File: config.mk
export PLATFORM = sky130hd
export DESIGN_NAME = native_bank_dispatch_flat
export DESIGN_NICKNAME = d
export VERILOG_FILES = /design/src/rtl/native_bank_dispatch_if.sv /design/src/rtl/native_bank_dispatch.sv /design/src/flat_wrapper.sv
export SDC_FILE = /design/constraint.sdc
export NUM_CORES = 2
export LEC_CHECK = 0
export CORE_MARGIN = 5
export CORE_UTILIZATION = 30
export CTS_BUF_LIST = sky130_fd_sc_hd__clkbuf_4 sky130_fd_sc_hd__clkbuf_8 sky130_fd_sc_hd__clkbuf_16
export CTS_CLUSTER_SIZE = 28
export DETAILED_ROUTE_END_ITERATION = 10
export HOLD_SLACK_MARGIN = 0.1
export SLEW_MARGIN = 20
export SYNTH_ARGS = -nofsm -noshare
export SYNTH_HDL_FRONTEND = slang
export SYNTH_SLANG_ARGS = --single-unit
File: constraint.sdc
create_clock -name clk -period 35.9 [get_ports clk]
set_input_delay 7.18 -clock clk [delete_from_list [all_inputs] [get_ports clk]]
set_output_delay 7.18 -clock clk [all_outputs]
set_load 0.005 [all_outputs]
File: src/rtl/native_bank_dispatch_if.sv
// rtl/native_bank_dispatch_if.sv - native port and per-bank litedram signal bundle
// slave modport is the dispatcher side, master modport is the native user / bank environment side.
interface native_bank_dispatch_if #(
  parameter int AW  = 26,
  parameter int BAW = 23,
  parameter int DW  = 256
);
  logic              native_cmd_valid;
  logic              native_cmd_ready;
  logic              native_cmd_payload_we;
  logic              native_cmd_payload_mw;
  logic [AW-1:0]     native_cmd_payload_addr;
  logic              wdata_valid;
  logic              wdata_ready;
  logic [DW-1:0]     wdata_payload_data;
  logic [DW/8-1:0]   wdata_payload_we;
  logic              rdata_valid;
  logic              rdata_ready;
  logic              rdata_first;
  logic              rdata_last;
  logic [DW-1:0]     rdata_payload_data;
  logic [7:0]        bank_valid;
  logic [7:0]        bank_ready;
  logic              bank_we;
  logic              bank_mw;
  logic [BAW-1:0]    bank_addr;
  logic [7:0]        bank_wdata_ready;
  logic [7:0]        bank_rdata_valid;
  logic [DW-1:0]     interface_wdata;
  logic [DW/8-1:0]   interface_wdata_we;
  logic [DW-1:0]     interface_rdata;

  modport slave (
    input  native_cmd_valid, native_cmd_payload_we, native_cmd_payload_mw, native_cmd_payload_addr,
    output native_cmd_ready,
    input  wdata_valid, wdata_payload_data, wdata_payload_we,
    output wdata_ready,
    output rdata_valid, rdata_first, rdata_last, rdata_payload_data,
    input  rdata_ready,
    output bank_valid, bank_we, bank_mw, bank_addr, interface_wdata, interface_wdata_we,
    input  bank_ready, bank_wdata_ready, bank_rdata_valid, interface_rdata
  );

  modport master (
    output native_cmd_valid, native_cmd_payload_we, native_cmd_payload_mw, native_cmd_payload_addr,
    input  native_cmd_ready,
    output wdata_valid, wdata_payload_data, wdata_payload_we,
    input  wdata_ready,
    input  rdata_valid, rdata_first, rdata_last, rdata_payload_data,
    output rdata_ready,
    input  bank_valid, bank_we, bank_mw, bank_addr, interface_wdata, interface_wdata_we,
    output bank_ready, bank_wdata_ready, bank_rdata_valid, interface_rdata
  );
endinterface

File: src/rtl/native_bank_dispatch.sv
// rtl/native_bank_dispatch.sv - native port to 8 litedram bank machines, credit-limited read buffering
// Optional protocol checker with sticky err output: define NATIVE_DISPATCH_CHECK_EN.
module native_bank_dispatch #(
  parameter int AW          = 26,
  parameter int BAW         = 23,
  parameter int DW          = 256,
  parameter int COL_BITS    = 7,
  parameter int WDATA_DEPTH = 4,
  parameter int RDATA_DEPTH = 8
) (
  input  logic                   clk,
  input  logic                   rst,
`ifdef NATIVE_DISPATCH_CHECK_EN
  output logic                   err,
`endif
  native_bank_dispatch_if.slave  io
);
  localparam int WAW = $clog2(WDATA_DEPTH);
  localparam int WCW = WAW + 1;
  localparam int RAW = $clog2(RDATA_DEPTH);
  localparam int RCW = RAW + 1;

  logic [2:0]     bank;
  logic           ok_wr, ok_rd, cmd_ok, wr_acc, rd_acc;
  logic [WCW-1:0] wcount, wr_pend;
  logic [RCW-1:0] rcount, rd_out;
  logic [WAW-1:0] wwr_ptr, wrd_ptr;
  logic [RAW-1:0] rwr_ptr, rrd_ptr;
  logic           wempty, wfull, wpush, wpop;
  logic           rempty, rpush, rpop;

  logic [DW-1:0]   wmem_data [WDATA_DEPTH];
  logic [DW/8-1:0] wmem_be   [WDATA_DEPTH];
  logic [DW-1:0]   rmem_data [RDATA_DEPTH];

  assign bank         = io.native_cmd_payload_addr[COL_BITS +: 3];
  assign io.bank_addr = {io.native_cmd_payload_addr[AW-1:COL_BITS+3],
                         io.native_cmd_payload_addr[COL_BITS-1:0]};
  assign io.bank_we   = io.native_cmd_payload_we;
  assign io.bank_mw   = io.native_cmd_payload_mw;

  // Writes need their data already buffered; reads need a free read-FIFO slot reserved.
  assign ok_wr  = io.native_cmd_payload_we && (wr_pend < wcount);
  assign ok_rd  = !io.native_cmd_payload_we &&
                  (({1'b0, rd_out} + {1'b0, rcount}) < (RCW+1)'(RDATA_DEPTH));
  assign cmd_ok = ok_wr || ok_rd;

  assign io.native_cmd_ready = rst && io.bank_ready[bank] && cmd_ok;
  assign io.bank_valid       = (rst && io.native_cmd_valid && cmd_ok) ? (8'b1 << bank) : 8'b0;
  assign wr_acc = io.native_cmd_valid && io.native_cmd_ready && io.native_cmd_payload_we;
  assign rd_acc = io.native_cmd_valid && io.native_cmd_ready && !io.native_cmd_payload_we;

  assign wempty         = (wcount == '0);
  assign wfull          = (wcount == WCW'(WDATA_DEPTH));
  assign wpop           = (|io.bank_wdata_ready) && !wempty;
  assign io.wdata_ready = rst && (!wfull || wpop);
  assign wpush          = io.wdata_valid && io.wdata_ready;

  assign io.interface_wdata    = wmem_data[wrd_ptr];
  assign io.interface_wdata_we = wempty ? '0 : wmem_be[wrd_ptr];

  // A return with no outstanding read (e.g. after reset) has no reserved slot and is dropped.
  assign rempty                = (rcount == '0);
  assign rpush                 = (|io.bank_rdata_valid) && (rd_out != '0);
  assign rpop                  = !rempty && io.rdata_ready;
  assign io.rdata_valid        = !rempty;
  assign io.rdata_first        = !rempty;
  assign io.rdata_last         = !rempty;
  assign io.rdata_payload_data = rmem_data[rrd_ptr];

  always_ff @(posedge clk) begin
    if (wpush) begin
      wmem_data[wwr_ptr] <= io.wdata_payload_data;
      wmem_be[wwr_ptr]   <= io.wdata_payload_we;
    end
    if (rpush) rmem_data[rwr_ptr] <= io.interface_rdata;
  end

  always_ff @(posedge clk) begin
    if (!rst) begin
      wcount  <= '0;
      wr_pend <= '0;
      wwr_ptr <= '0;
      wrd_ptr <= '0;
      rcount  <= '0;
      rd_out  <= '0;
      rwr_ptr <= '0;
      rrd_ptr <= '0;
    end else begin
      if (wpush) wwr_ptr <= wwr_ptr + 1'b1;
      if (wpop)  wrd_ptr <= wrd_ptr + 1'b1;
      if (wpush && !wpop)      wcount <= wcount + 1'b1;
      else if (!wpush && wpop) wcount <= wcount - 1'b1;

      if (wr_acc && !wpop)                         wr_pend <= wr_pend + 1'b1;
      else if (!wr_acc && wpop && wr_pend != '0)   wr_pend <= wr_pend - 1'b1;

      if (rpush) rwr_ptr <= rwr_ptr + 1'b1;
      if (rpop)  rrd_ptr <= rrd_ptr + 1'b1;
      if (rpush && !rpop)      rcount <= rcount + 1'b1;
      else if (!rpush && rpop) rcount <= rcount - 1'b1;

      if (rd_acc && !rpush)      rd_out <= rd_out + 1'b1;
      else if (!rd_acc && rpush) rd_out <= rd_out - 1'b1;
    end
  end

`ifdef NATIVE_DISPATCH_CHECK_EN
  logic multi_w, multi_r, bad_w, bad_r;
  assign multi_w = |(io.bank_wdata_ready & (io.bank_wdata_ready - 8'd1));
  assign multi_r = |(io.bank_rdata_valid & (io.bank_rdata_valid - 8'd1));
  assign bad_w   = (|io.bank_wdata_ready) && wempty;
  assign bad_r   = (|io.bank_rdata_valid) && (rd_out == '0);

  always_ff @(posedge clk) begin
    if (!rst) err <= 1'b0;
    else if (multi_w || multi_r || bad_w || bad_r) err <= 1'b1;
  end
`endif
endmodule

File: src/flat_wrapper.sv
// flat-port wrapper written by rule: the top's interface ports become plain ports
module native_bank_dispatch_flat 
#(
  parameter int AW          = 26,
  parameter int BAW         = 23,
  parameter int DW          = 256,
  parameter int COL_BITS    = 7,
  parameter int WDATA_DEPTH = 4,
  parameter int RDATA_DEPTH = 8
)
  (clk, rst, io_native_cmd_valid, io_native_cmd_payload_we, io_native_cmd_payload_mw, io_native_cmd_payload_addr, io_native_cmd_ready, io_wdata_valid, io_wdata_payload_data, io_wdata_payload_we, io_wdata_ready, io_rdata_valid, io_rdata_first, io_rdata_last, io_rdata_payload_data, io_rdata_ready, io_bank_valid, io_bank_we, io_bank_mw, io_bank_addr, io_interface_wdata, io_interface_wdata_we, io_bank_ready, io_bank_wdata_ready, io_bank_rdata_valid, io_interface_rdata);
  native_bank_dispatch_if #(.AW(AW), .BAW(BAW), .DW(DW)) io_i ();
  input  logic clk;
  input  logic rst;
  input wire logic [$bits(io_i.native_cmd_valid)-1:0] io_native_cmd_valid;
  input wire logic [$bits(io_i.native_cmd_payload_we)-1:0] io_native_cmd_payload_we;
  input wire logic [$bits(io_i.native_cmd_payload_mw)-1:0] io_native_cmd_payload_mw;
  input wire logic [$bits(io_i.native_cmd_payload_addr)-1:0] io_native_cmd_payload_addr;
  output wire logic [$bits(io_i.native_cmd_ready)-1:0] io_native_cmd_ready;
  input wire logic [$bits(io_i.wdata_valid)-1:0] io_wdata_valid;
  input wire logic [$bits(io_i.wdata_payload_data)-1:0] io_wdata_payload_data;
  input wire logic [$bits(io_i.wdata_payload_we)-1:0] io_wdata_payload_we;
  output wire logic [$bits(io_i.wdata_ready)-1:0] io_wdata_ready;
  output wire logic [$bits(io_i.rdata_valid)-1:0] io_rdata_valid;
  output wire logic [$bits(io_i.rdata_first)-1:0] io_rdata_first;
  output wire logic [$bits(io_i.rdata_last)-1:0] io_rdata_last;
  output wire logic [$bits(io_i.rdata_payload_data)-1:0] io_rdata_payload_data;
  input wire logic [$bits(io_i.rdata_ready)-1:0] io_rdata_ready;
  output wire logic [$bits(io_i.bank_valid)-1:0] io_bank_valid;
  output wire logic [$bits(io_i.bank_we)-1:0] io_bank_we;
  output wire logic [$bits(io_i.bank_mw)-1:0] io_bank_mw;
  output wire logic [$bits(io_i.bank_addr)-1:0] io_bank_addr;
  output wire logic [$bits(io_i.interface_wdata)-1:0] io_interface_wdata;
  output wire logic [$bits(io_i.interface_wdata_we)-1:0] io_interface_wdata_we;
  input wire logic [$bits(io_i.bank_ready)-1:0] io_bank_ready;
  input wire logic [$bits(io_i.bank_wdata_ready)-1:0] io_bank_wdata_ready;
  input wire logic [$bits(io_i.bank_rdata_valid)-1:0] io_bank_rdata_valid;
  input wire logic [$bits(io_i.interface_rdata)-1:0] io_interface_rdata;
  assign io_i.native_cmd_valid = io_native_cmd_valid;
  assign io_i.native_cmd_payload_we = io_native_cmd_payload_we;
  assign io_i.native_cmd_payload_mw = io_native_cmd_payload_mw;
  assign io_i.native_cmd_payload_addr = io_native_cmd_payload_addr;
  assign io_native_cmd_ready = io_i.native_cmd_ready;
  assign io_i.wdata_valid = io_wdata_valid;
  assign io_i.wdata_payload_data = io_wdata_payload_data;
  assign io_i.wdata_payload_we = io_wdata_payload_we;
  assign io_wdata_ready = io_i.wdata_ready;
  assign io_rdata_valid = io_i.rdata_valid;
  assign io_rdata_first = io_i.rdata_first;
  assign io_rdata_last = io_i.rdata_last;
  assign io_rdata_payload_data = io_i.rdata_payload_data;
  assign io_i.rdata_ready = io_rdata_ready;
  assign io_bank_valid = io_i.bank_valid;
  assign io_bank_we = io_i.bank_we;
  assign io_bank_mw = io_i.bank_mw;
  assign io_bank_addr = io_i.bank_addr;
  assign io_interface_wdata = io_i.interface_wdata;
  assign io_interface_wdata_we = io_i.interface_wdata_we;
  assign io_i.bank_ready = io_bank_ready;
  assign io_i.bank_wdata_ready = io_bank_wdata_ready;
  assign io_i.bank_rdata_valid = io_bank_rdata_valid;
  assign io_i.interface_rdata = io_interface_rdata;
  native_bank_dispatch #(.AW(AW), .BAW(BAW), .DW(DW), .COL_BITS(COL_BITS), .WDATA_DEPTH(WDATA_DEPTH), .RDATA_DEPTH(RDATA_DEPTH)) u_core (.clk(clk), .rst(rst), .io(io_i));
endmodule
==> flow_metrics.tcl <==
set metrics [dict create \
    drc 0 \
    setup_tns_ns 0 \
    dpl_worst_slack_ns 18.01 \
    die_w_um 642.8 \
    top_usage_layer "met2" \
    final_hold_viol_count 0 \
    grt_pass1_vias 57490 \
    ant_nets 0 \
    synth.top_cell.area_share_pct 80.00 \
    layout-drive-gt1-share_pct 27.12 \
    gp_congestion 0.7692 \
    power_leakage_nw 45.71 \
    final_max_slew_viol_count 0 \
    grt_pass1_wl_mm 428.4 \
    fin_nets 6687 \
    final_cell_mix "edfxtp_1, clkdlybuf4s50_1, mux4_2, clkbuf_16, mux2_2" \
    synth.area.top_cells "edfxtp_1, mux4_2, mux2_2, dfxtp_1, buf_2" \
    yosysWarnings 0 \
    ys_types 40 \
    fmax_mhz 56.54 \
    seq_area_um2 96690 \
    fin_crit_ns 17.69 \
    initial_core_util_pct 30.10 \
    portBuffers 1134 \
    setup_viol 0 \
    met2_usage_pct 23.48 \
    synth-xor-area-share_pct 0.1167 \
    avgSynthCellArea_um2 25.40 \
    die-area_um2 413200 \
    cp_max_fo 7 \
    num_rows 232 \
    path_clk_slew_ns 0.06 \
    nFillCells 35540 \
    use_met1_pct 17.37 \
    clock_latency_ns 0.91 \
    worstSetupPathType "input port to output port" \
    ys_seq_area_share_pct 80.48 \
    synth_compound_area_share_pct 0.1219 \
    dieHeight_um 642.8 \
    gr-usage-all-layers_pct 14.09 \
    synth_top_family_by_area "multiplexers" \
    syn_inst 4730 \
    cts_resized 0 \
    yosys.area_share.simple_pct 0.5218 \
    first_pass_iters 5 \
    async_reset_ff_share_pct 0 \
    pin_count 1183 \
    fin_ws_ns 18.21 \
    syn_nets 5353 \
    wirelength_mm 303.2 \
    cts_setup_buffers 0 \
    fin_worst_skew_ns 0.06050 \
    area_growth_pct 24.11 \
    arrival_ns 10.51 \
    antenna_found_initial 138 \
    ctsHoldBuffers 0 \
    synthMuxAreaShare_pct 17.53 \
    power.density_nw_per_um2 74.07 \
    core_area_um2 399100 \
    cts_buffers 340 \
    synth_flop_cell "edfxtp_1" \
    irDropWorstVdd_uv 53.38 \
    required_ns 28.72 \
    synth.largest_area_cell "edfxtp_1" \
    worstMarginPinSlew_ns 1.093 \
    cts_tree "done" \
    min_period_over_period_pct 49.27 \
    post_drt_via_cell_ratio 4.729 \
    root_buffer "clkbuf_16" \
    final_common_cell "edfxtp_1" \
    cts_buffer_depth 4 \
    grt_max_degree 138 \
    multiInputGateArea_um2 22340 \
    ys_seq_elements 3229 \
    synth-edff-count 3200 \
    cap_violations 0 \
    outcome "finished clean" \
    dr_total_vias 55010 \
    grtUsageMet3_pct 5.105 \
    startpoint_type "input port" \
    drtIter0Drc 4251 \
    endpoint_kind "output port" \
    hpwl_mm 189.4 \
    rsz0062_at_grt "no" \
    synth_fa_ha_area_share_pct 0.2542 \
    hold_class "flop to flop" \
    cts_sinks 3229 \
    slew_headroom_pct 27.14 \
    overflow 0 \
    cts_htree_levels 5 \
    syn_area_um2 120100 \
    routedWlPerCell_um 26.06 \
]
cells in the mapped netlist (all sizes together), types with 7 or more instances:
library cell	instances
a21oi	10
mux2	256
nand2	17
mux4	802
inv	12
xor2	7
nor2	31
buf	161
edfxtp	3200
xnor2	9
nor3	7
clkbuf	82
mux2i	9
dfxtp	29
ha	18
nor2b	33
where the power goes:
group	total [W]	switching, W	internal [W]
logic	0.00287	0.00139	0.00148
registers	0.00471	0.000114	0.00459
clock network	0.00347	0.00143	0.00204
total	0.0110	0.00293	0.00811
registers in the layout, indices dropped and copies added (netlist names), named ones only:
register	count
u_core.rwr_ptr	3
u_core.rd_out	4
u_core.wcount	3
u_core.wwr_ptr	2
u_core.wmem_be	128
u_core.wmem_data	1024
u_core.rrd_ptr	3
u_core.rcount	4
u_core.wrd_ptr	2
u_core.rmem_data	2048
u_core.wr_pend	3
final cells by class:
class / count / share of cell area, %
Antenna cell: 37 / 0.06210
Clock buffer: 427 / 6.227
Clock inverter: 182 / 1.232
Inverter: 12 / 0.03021
Multi-Input combinational cell: 1246 / 14.98
Sequential cell: 3229 / 64.86
Tap cell: 5265 / 4.419
Timing Repair Buffer: 1235 / 8.189
path summary, 6_finish.rpt:
kind | depth (start not counted) | end | from | slack [ns]
hold reg to reg | 2 | u_core.wr_pend[2]$_SDFFE_PN0P_ | u_core.wr_pend[2]$_SDFFE_PN0P_ | 0.51
setup reg to reg | 8 | u_core.wmem_data[1][215]$_DFFE_PP_ | u_core.wcount[0]$_SDFFE_PN0P_ | 30.01
setup / recovery | 5 | io_native_cmd_ready | io_native_cmd_payload_addr[8] | 18.21
hold / removal | 2 | u_core.wr_pend[2]$_SDFFE_PN0P_ | u_core.wr_pend[2]$_SDFFE_PN0P_ | 0.51
worst max-delay path, cell delays in order:
cell and delay (ns):
clkdlybuf4s50_1 1.08, mux4_1 0.59, mux2i_4 0.15, a211oi_1 0.77
clkdlybuf4s50_1 0.73
layer usage:
| metal | share of wire (%) | vias to the layer above |
|---|---|---|
| li1 | - | 23060 |
| met2 | 49 | 1953 |
| met4 | 2.7 | 98 |
| met3 | 9.2 | 557 |
| met5 | 0.21 | - |
| met1 | 39 | 29340 |
per-stage QoR:
stage	total power, W	std cells	cell area, um2	hold WS, ns	utilization [%]
after detailed placement	0.007724	10990	137900	0.4952	34.54
after floorplan	0.006456	4730	120100	0.4541	-
after CTS	0.01123	11600	149000	0.5081	37.33
final	0.01104	11630	149100	0.5065	37.35
after global routing	0.01151	11610	149000	0.5431	37.34
after global placement	0.007694	10990	137900	0.4892	34.54
cells by family (layout without fill, tap and decap cells):
logic type,Yosys count,count (layout)
mux,1067,1067
simple gates,119,119
fa+ha+maj,22,22
buf+inv,255,1856
xor+xnor,16,16
compound gates,22,22
other cells,0,37
flops,3229,3229
No activity file was read; power rests on OpenSTA's default activity.
